File: src/rtl/tri_fetch_scheduler.sv
// tri_fetch_scheduler: walks the face SRAM, fetches each face's three vertices and buffers triangle bundles
// Ports:
//   clk, srst_n (async active-low), enable (frame start), num_of_faces (face count for the frame)
//   address_sram_get_face -> face_v1/2/3 : face SRAM read, data one cycle after the address
//   address_sram_get_vertice_info -> vertice_x/y/z, Color_v : vertex SRAM read, same latency
//   write_enable_*/write_wordmask_* : constant read-mode controls
//   tri_valid/tri_ready/tri_data/tri_last : 2-entry FIFO head towards the vertex shader
//   pipe_idle : downstream empty; finish : frame complete (level)
module tri_fetch_scheduler #(
    parameter int FACE_AW    = 20,
    parameter int VERT_AW    = 20,
    parameter int FIFO_DEPTH = 2
) (
    input  logic               clk,
    input  logic               srst_n,
    input  logic               enable,
    input  logic [20:0]        num_of_faces,
    output logic [FACE_AW-1:0] address_sram_get_face,
    input  logic [19:0]        face_v1,
    input  logic [19:0]        face_v2,
    input  logic [19:0]        face_v3,
    output logic [VERT_AW-1:0] address_sram_get_vertice_info,
    input  logic [23:0]        vertice_x,
    input  logic [23:0]        vertice_y,
    input  logic [23:0]        vertice_z,
    input  logic [23:0]        Color_v,
    output logic               write_enable_sram_get_vertice_info,
    output logic [15:0]        write_wordmask_sram_get_vertice_info,
    output logic [15:0]        write_wordmask_sram_get_face,
    output logic               tri_valid,
    input  logic               tri_ready,
    output logic [287:0]       tri_data,
    output logic               tri_last,
    input  logic               pipe_idle,
    output logic               finish
);
    localparam logic [3:0] IDLE      = 4'd0;
    localparam logic [3:0] F_ADDR    = 4'd1;
    localparam logic [3:0] F_DATA    = 4'd2;
    localparam logic [3:0] V1        = 4'd3;
    localparam logic [3:0] V2        = 4'd4;
    localparam logic [3:0] V3        = 4'd5;
    localparam logic [3:0] V3D       = 4'd6;
    localparam logic [3:0] WAIT_SLOT = 4'd7;
    localparam logic [3:0] DRAIN     = 4'd8;
    localparam logic [3:0] DONE      = 4'd9;

    logic [3:0]   state, state_nxt;
    logic [20:0]  nf, face_ptr, face_ptr_nxt;
    logic [19:0]  fv2, fv3;
    logic [95:0]  vd1, vd2, vin;
    logic [287:0] mem [2];
    logic [1:0]   lmem;
    logic         wp, rp;
    logic [1:0]   cnt, cnt_nxt;
    logic         start, push, pop, last;

    assign vin   = {Color_v, vertice_z, vertice_y, vertice_x};
    assign start = enable && (state == IDLE || state == DONE);
    assign push  = state == V3D;
    assign pop   = tri_valid && tri_ready;
    assign last  = face_ptr == nf - 21'd1;
    assign cnt_nxt      = cnt + 2'(push) - 2'(pop);
    assign face_ptr_nxt = start ? '0 : push ? face_ptr + 21'd1 : face_ptr;

    assign tri_valid = cnt != 2'd0;
    assign tri_data  = mem[rp];
    assign tri_last  = tri_valid && lmem[rp];
    assign finish    = state == DONE;
    assign write_enable_sram_get_vertice_info   = 1'b1;
    assign write_wordmask_sram_get_vertice_info = 16'hFFFF;
    assign write_wordmask_sram_get_face         = 16'hFFFF;

    always_comb begin
        state_nxt = state;
        case (state)
            IDLE, DONE: state_nxt = start ? (num_of_faces == 21'd0 ? DONE : F_ADDR) : state;
            F_ADDR:     state_nxt = F_DATA;
            F_DATA:     state_nxt = V1;
            V1:         state_nxt = V2;
            V2:         state_nxt = V3;
            V3:         state_nxt = V3D;
            // the last face is the one being pushed, so issued reaches nf here
            V3D:        state_nxt = last ? DRAIN : cnt_nxt == 2'(FIFO_DEPTH) ? WAIT_SLOT : F_ADDR;
            WAIT_SLOT:  state_nxt = cnt_nxt < 2'(FIFO_DEPTH) ? F_ADDR : WAIT_SLOT;
            DRAIN:      state_nxt = (cnt == 2'd0 && pipe_idle) ? DONE : DRAIN;
            default:    state_nxt = IDLE;
        endcase
    end

    always_ff @(posedge clk or negedge srst_n) begin
        if (!srst_n) begin
            state                         <= IDLE;
            nf                            <= '0;
            face_ptr                      <= '0;
            address_sram_get_face         <= '0;
            address_sram_get_vertice_info <= '0;
            fv2                           <= '0;
            fv3                           <= '0;
            vd1                           <= '0;
            vd2                           <= '0;
            mem[0]                        <= '0;
            mem[1]                        <= '0;
            lmem                          <= '0;
            wp                            <= 1'b0;
            rp                            <= 1'b0;
            cnt                           <= '0;
        end else begin
            state    <= state_nxt;
            face_ptr <= face_ptr_nxt;
            cnt      <= cnt_nxt;
            if (start)
                nf <= num_of_faces;
            if (state_nxt == F_ADDR)
                address_sram_get_face <= FACE_AW'(face_ptr_nxt);
            // vertex addresses are registered one state ahead so each Vn cycle presents its own index
            if (state == F_DATA) begin
                fv2                           <= face_v2;
                fv3                           <= face_v3;
                address_sram_get_vertice_info <= VERT_AW'(face_v1);
            end
            if (state == V1)
                address_sram_get_vertice_info <= VERT_AW'(fv2);
            if (state == V2) begin
                address_sram_get_vertice_info <= VERT_AW'(fv3);
                vd1                           <= vin;
            end
            if (state == V3)
                vd2 <= vin;
            if (push) begin
                mem[wp]  <= {vin, vd2, vd1};
                lmem[wp] <= last;
                wp       <= ~wp;
            end
            if (pop)
                rp <= ~rp;
        end
    end
endmodule

File: config.mk
export PLATFORM = sky130hd
export DESIGN_NAME = tri_fetch_scheduler
export DESIGN_NICKNAME = d
export VERILOG_FILES = /design/src/rtl/tri_fetch_scheduler.sv
export SDC_FILE = /design/constraint.sdc
export NUM_CORES = 1
export LEC_CHECK = 0
export ABC_AREA = 1
export BUFFER_PORTS_ARGS = -buffer_cell sky130_fd_sc_hd__buf_2
export CORE_ASPECT_RATIO = 0.5
export CORE_MARGIN = 5
export CORE_UTILIZATION = 53
export CTS_CLUSTER_SIZE = 28
export DETAILED_ROUTE_END_ITERATION = 16
export HOLD_SLACK_MARGIN = 0.12
export PLACE_DENSITY = 0.75
export SYNTH_ARGS = -nofsm -noshare
export SYNTH_HDL_FRONTEND = slang
export SYNTH_SLANG_ARGS = --single-unit
File: constraint.sdc
create_clock -name clk -period 5.5 [get_ports clk]
set_input_delay 1.1 -clock clk [delete_from_list [all_inputs] [get_ports clk]]
set_output_delay 1.1 -clock clk [all_outputs]
set_load 0.02 [all_outputs]
== Yosys cells after proc, flatten, opt, wreduce, memory -nomap -nowiden ==
Index checks and enable logic that the tools add are counted.
Word-level totals
  bits in registers: 900
  latch bits: 0
  bits in writable memories: 0
  ROM bits: 0
  input port bits: 182
  output and inout port bits: 364
  word-level logic and storage cells: 80
  memories: 0
Cells by class
  add/sub/neg operators: 4
  multiply operators: 0
  div/mod/pow operators: 0
  $lt $le $gt $ge: 7
  equal/unequal tests: 12
  shift-type cells: 0
  multiplexer cells: 23
  bitwise gates (word level): 4
  reduce and logical (&&, ||, !) cells: 14
Operators with widths (number)
  $mux 288: 4
  $bwmux 576: 1
  $demux 288 s1: 1
  $mux 20: 3
  $mux 21: 2
  $pmux 4 s9: 1
  $add 21x1->21 const B: 1
  $eq 21x21->1: 1
  $logic_not 21->1: 1
  $sub 21x1->21 const B: 1
  $eq 4x3->1 const B: 4
  $mux 4: 3
  $eq 4x1->1 const B: 2
  $eq 4x2->1 const B: 2
  $eq 4x4->1 const B: 2
  $logic_and 1x1->1: 6
  $mux 3: 2
  $ge 2x2->1 const B: 2
  $logic_not 4->1: 1
  $lt 1x2->1 const B: 2
  $mux 1: 4
  $not 1->2: 2
  $reduce_bool 2->1: 2
  $reduce_bool 3->1: 1
  12 further kinds: 13

== Longest topological paths before layout ==
  depth after elaboration: 8
  gate-level depth with buffers: 20
  depth with buffers taken out: 19

== Least setup slack after synthesis ==
Ideal clock, no wire load.
  path kind: input-to-reg
  start point: in tri_ready
  end point: reg address_sram_get_face[0]
  setup time: 117 ps
  arrival time: 2746 ps
  data required time: 5383 ps
  path slack: 2637 ps
  cell stages on the path: 15
  path buffers: 1
  cell sequence: nand2_1 -> inv_1 -> ha_1 -> inv_1 -> ha_1 -> xor2_1 -> xor2_1 -> inv_1 -> nor2_1 -> nand3_4 -> nand3_2 -> nor2_4 -> buf_6 -> nand3_1 -> nand2_1
On the way
  word-level cells in the longest chain between the ends: 7
  elaborated cells on any way between the ends: 9
  classes of those cells: add/sub (1); order compare (1); eq/ne (2); mux (4); reduce/logical (1)
Ends and longest elaborated chain
  start: declaration: line 31  | input logic tri_ready,
  $logic_and 1x1->1 *: line 61  | assign pop = tri_valid && tri_ready;
  named net pop: line 56  | logic start, push, pop, last;
  $sub 2x1->2 *: line 63  | assign cnt_nxt = cnt + 2'(push) - 2'(pop);
  named net cnt_nxt[1]: line 55  | logic [1:0] cnt, cnt_nxt;
  $eq 2x2->1: line 84  | V3D: state_nxt = last ? DRAIN : cnt_nxt == 2'(FIFO_DEPTH) ? WAIT_SLOT : F_ADDR;
  $mux 3: line 84
  $mux 4: line 84
  $pmux 4 s9 *: line 76  | case (state)
  $eq 4x1->1 *: line 114  | if (state_nxt == F_ADDR)
  end signal: assignment: line 115  | address_sram_get_face <= FACE_AW'(face_ptr_nxt);
  end: declaration: line 18  | output logic [FACE_AW-1:0] address_sram_get_face,
The timed path passes the listed nets; every way through them passes the cells marked *.
A chain may end at the register's enable or synchronous reset.

== Final worst setup path ==
  start point: reg rp
  end point: out tri_data[56]
On the way
  word-level cells in the longest chain between the ends: 4
Ends and longest elaborated chain
  start: declaration: line 54  | logic wp, rp;
  start signal: assignment: line 136  | rp <= ~rp;
  $not 1->2 (implied by the code): line 67  | assign tri_data = mem[rp];
  $mux 288 (implied by the code) (3 in series): line 67
  end: declaration: line 32  | output logic [287:0] tri_data,
No other way between the ends. The select of a mux whose other input is x is not followed.

==> reports/results.ini <==
[clocking]
clkLatencyLatePin_ps = 660
numCtsBuffers = 80
clk_pin_slew_ps = 70
cts_resized = 0
root_buffer = clkbuf_16
cts_sinks = 900
cts.path.max_buffers = 3
cts_tree = built
holdBufCountCts = 0
cts_htree_levels = 3
cts_setup_buffers = 0

[critical_path]
crit_path_start_kind = register
r2r_start = state[3]
ff2ff_path_depth = 18
cp.required_ps = 4400
end_kind = output port
critPathMaxFanout = 163
cp.arrival_ps = 2670
worst-setup-path-type = reg -> out
reg2reg_slack_ps = 2110
timing.critical_path.from = rp
timing.rr.end = address_sram_get_face[19]

[final_layout]
layout_common_cells = nand2_1, o21ai_0, dfrtp_1
area_delta_synth_final_pct = 15.4
drive_gt1_share_pct = 14.4
final_nets = 5208
final_common_cell = nand2_1
fin_area_um2 = 44500
finalNonFillerCells = 6044

[yosys]
synth_area_per_cell_um2 = 8.30
synth_warnings = 0
ys_seq_area_share_pct = 58.4
synth_ff_type = dfrtp_1
synth_edf_count = 0
syn_area_um2 = 38600
ys_seq_elements = 900
async_flop_share_pct = 100
synth_cell_types = 38
syn_inst = 4650

[global_routing]
grt_pass1_wl_um = 162000
track_usage_pct = 25.2
grt_pass1_vias = 31400
grt_max_degree = 181
grt_antenna_before_repair = 4
overflow = 0

[placement]
hpwl_um = 63800
gp_congestion = 0.869
place_area_um2 = 41700
placed_cells = 5898
port_buffers = 512

[sta]
finalSetupTns_ps = 0
finalCriticalPeriod_ps = 3770
setup_violations = 0
max_clock_freq_mhz = 266
skew_ps = 24.0
slew_viol_final = 0
tightest_slew_ps = 1020
slew_headroom_pct = 32.2
hold_viol = 0
rsz0062_at_grt = no
fin_hold_ws_ps = 435
fin_crit_sh_pct = 68.5

[die]
start_util_pct = 53.9
die_h_um = 201
dieArea_um2 = 78600
rows = 69
io_pins = 546
core_area_um2 = 71600
die_w_um = 392

[route]
avgViaCountPerCell = 5.18
wire_per_inst_um = 16.3
vias = 31300
firstDrtPassIters = 5
drc = 0
ant_nets = 0
routed_wirelength_um = 98600
drt_iter0_drc = 2585

[min_path]
hold_path.class = in -> async

[pwr]
irDropWorstVdd_mv = 0.327
power_mw = 28.2
p_leak_nw = 23.2
powerDensity_nw_per_um2 = 632

[run_status]
outcome = completed

[flow_run]
drv_cap = 0

==> cell usage after synthesis, drive strengths merged, types with 16 or more instances <==
cell type	n	area share (%)
inv	505	4.9
clkbuf	209	2.0
nor2	73	0.84
nand3	76	1.1
nand4	16	0.30
buf	89	1.5
dfrtp	900	58
a21oi	16	0.21
nand2	1748	17
o211ai	16	0.31
nor3	20	0.30
o21ai	935	12
xor2	17	0.39
==> sequential cells by signal, indices dropped and copies added (netlist names) <==
register and flops:
address_sram_get_face 20, address_sram_get_vertice_info 20, cnt 2, face_ptr 21, fv2 20, fv3 20, lmem 2, mem 576
nf 21, rp 1, state 4, vd1 96, vd2 96, wp 1
==> per-stage QoR <==
stage | setup WS [ps] | utilization [%]
final | 1730 | 62.2
after global routing | 1580 | 62.2
after CTS | 1720 | 62.2
after detailed placement | 1800 | 58.3
after global placement | 1920 | 58.3
after floorplan | 2640 | -
==> final cells by class <==
type,count,area [um^2]
inverters,506,1910
flip-flops and latches,900,22500
diodes,2,5.00
multi-input cells,2978,13000
clock buffers,113,2370
well taps,958,1200
repair buffers,556,3120
fillers,6077,27000
clock inverters,31,454
==> report_power, final <==
group	internal, mW	switching (mW)	leakage, nW	total [mW]
clock	3.45	2.56	1.38	6.00
combinational	3.34	7.56	10.6	10.9
sequential	9.63	1.63	11.2	11.3
==> cell families after synthesis <==
family | share of synthesized area (%)
DFF | 58.4
and+or+nand+nor | 19.7
AOI/OAI and AO/OA | 12.8
buffers and inverters | 8.43
xor gates and xnor gates | 0.499
adders and majority gates | 0.130
other | 0.00972
==> how the worst max path moves through the flow <==
stage / endpoint / slack, ps
2_1_floorplan: address_sram_get_face[0] / 2640
3_3_place_gp: address_sram_get_face[19] / 1920
3_5_place_dp: address_sram_get_face[16] / 1800
4_1_cts: tri_data[126] / 1720
5_1_grt: tri_data[56] / 1580
6_report: tri_data[56] / 1730
==> critical path, stage by stage (launching register included) <==
cell	delay [ps]
dfrtp_4	800
buf_12	480
nand2_1	120
o21ai_0	150
buf_2	220
==> per-layer routing <==
layer	wire, um	track usage (%)	up-vias
met5	25	0	-
met4	5020	12.3	4
met3	4450	3.72	223
met2	49200	43.1	824
met1	39900	31.8	15100
li1	-	-	15200
Power figures use the tool's default switching activity.
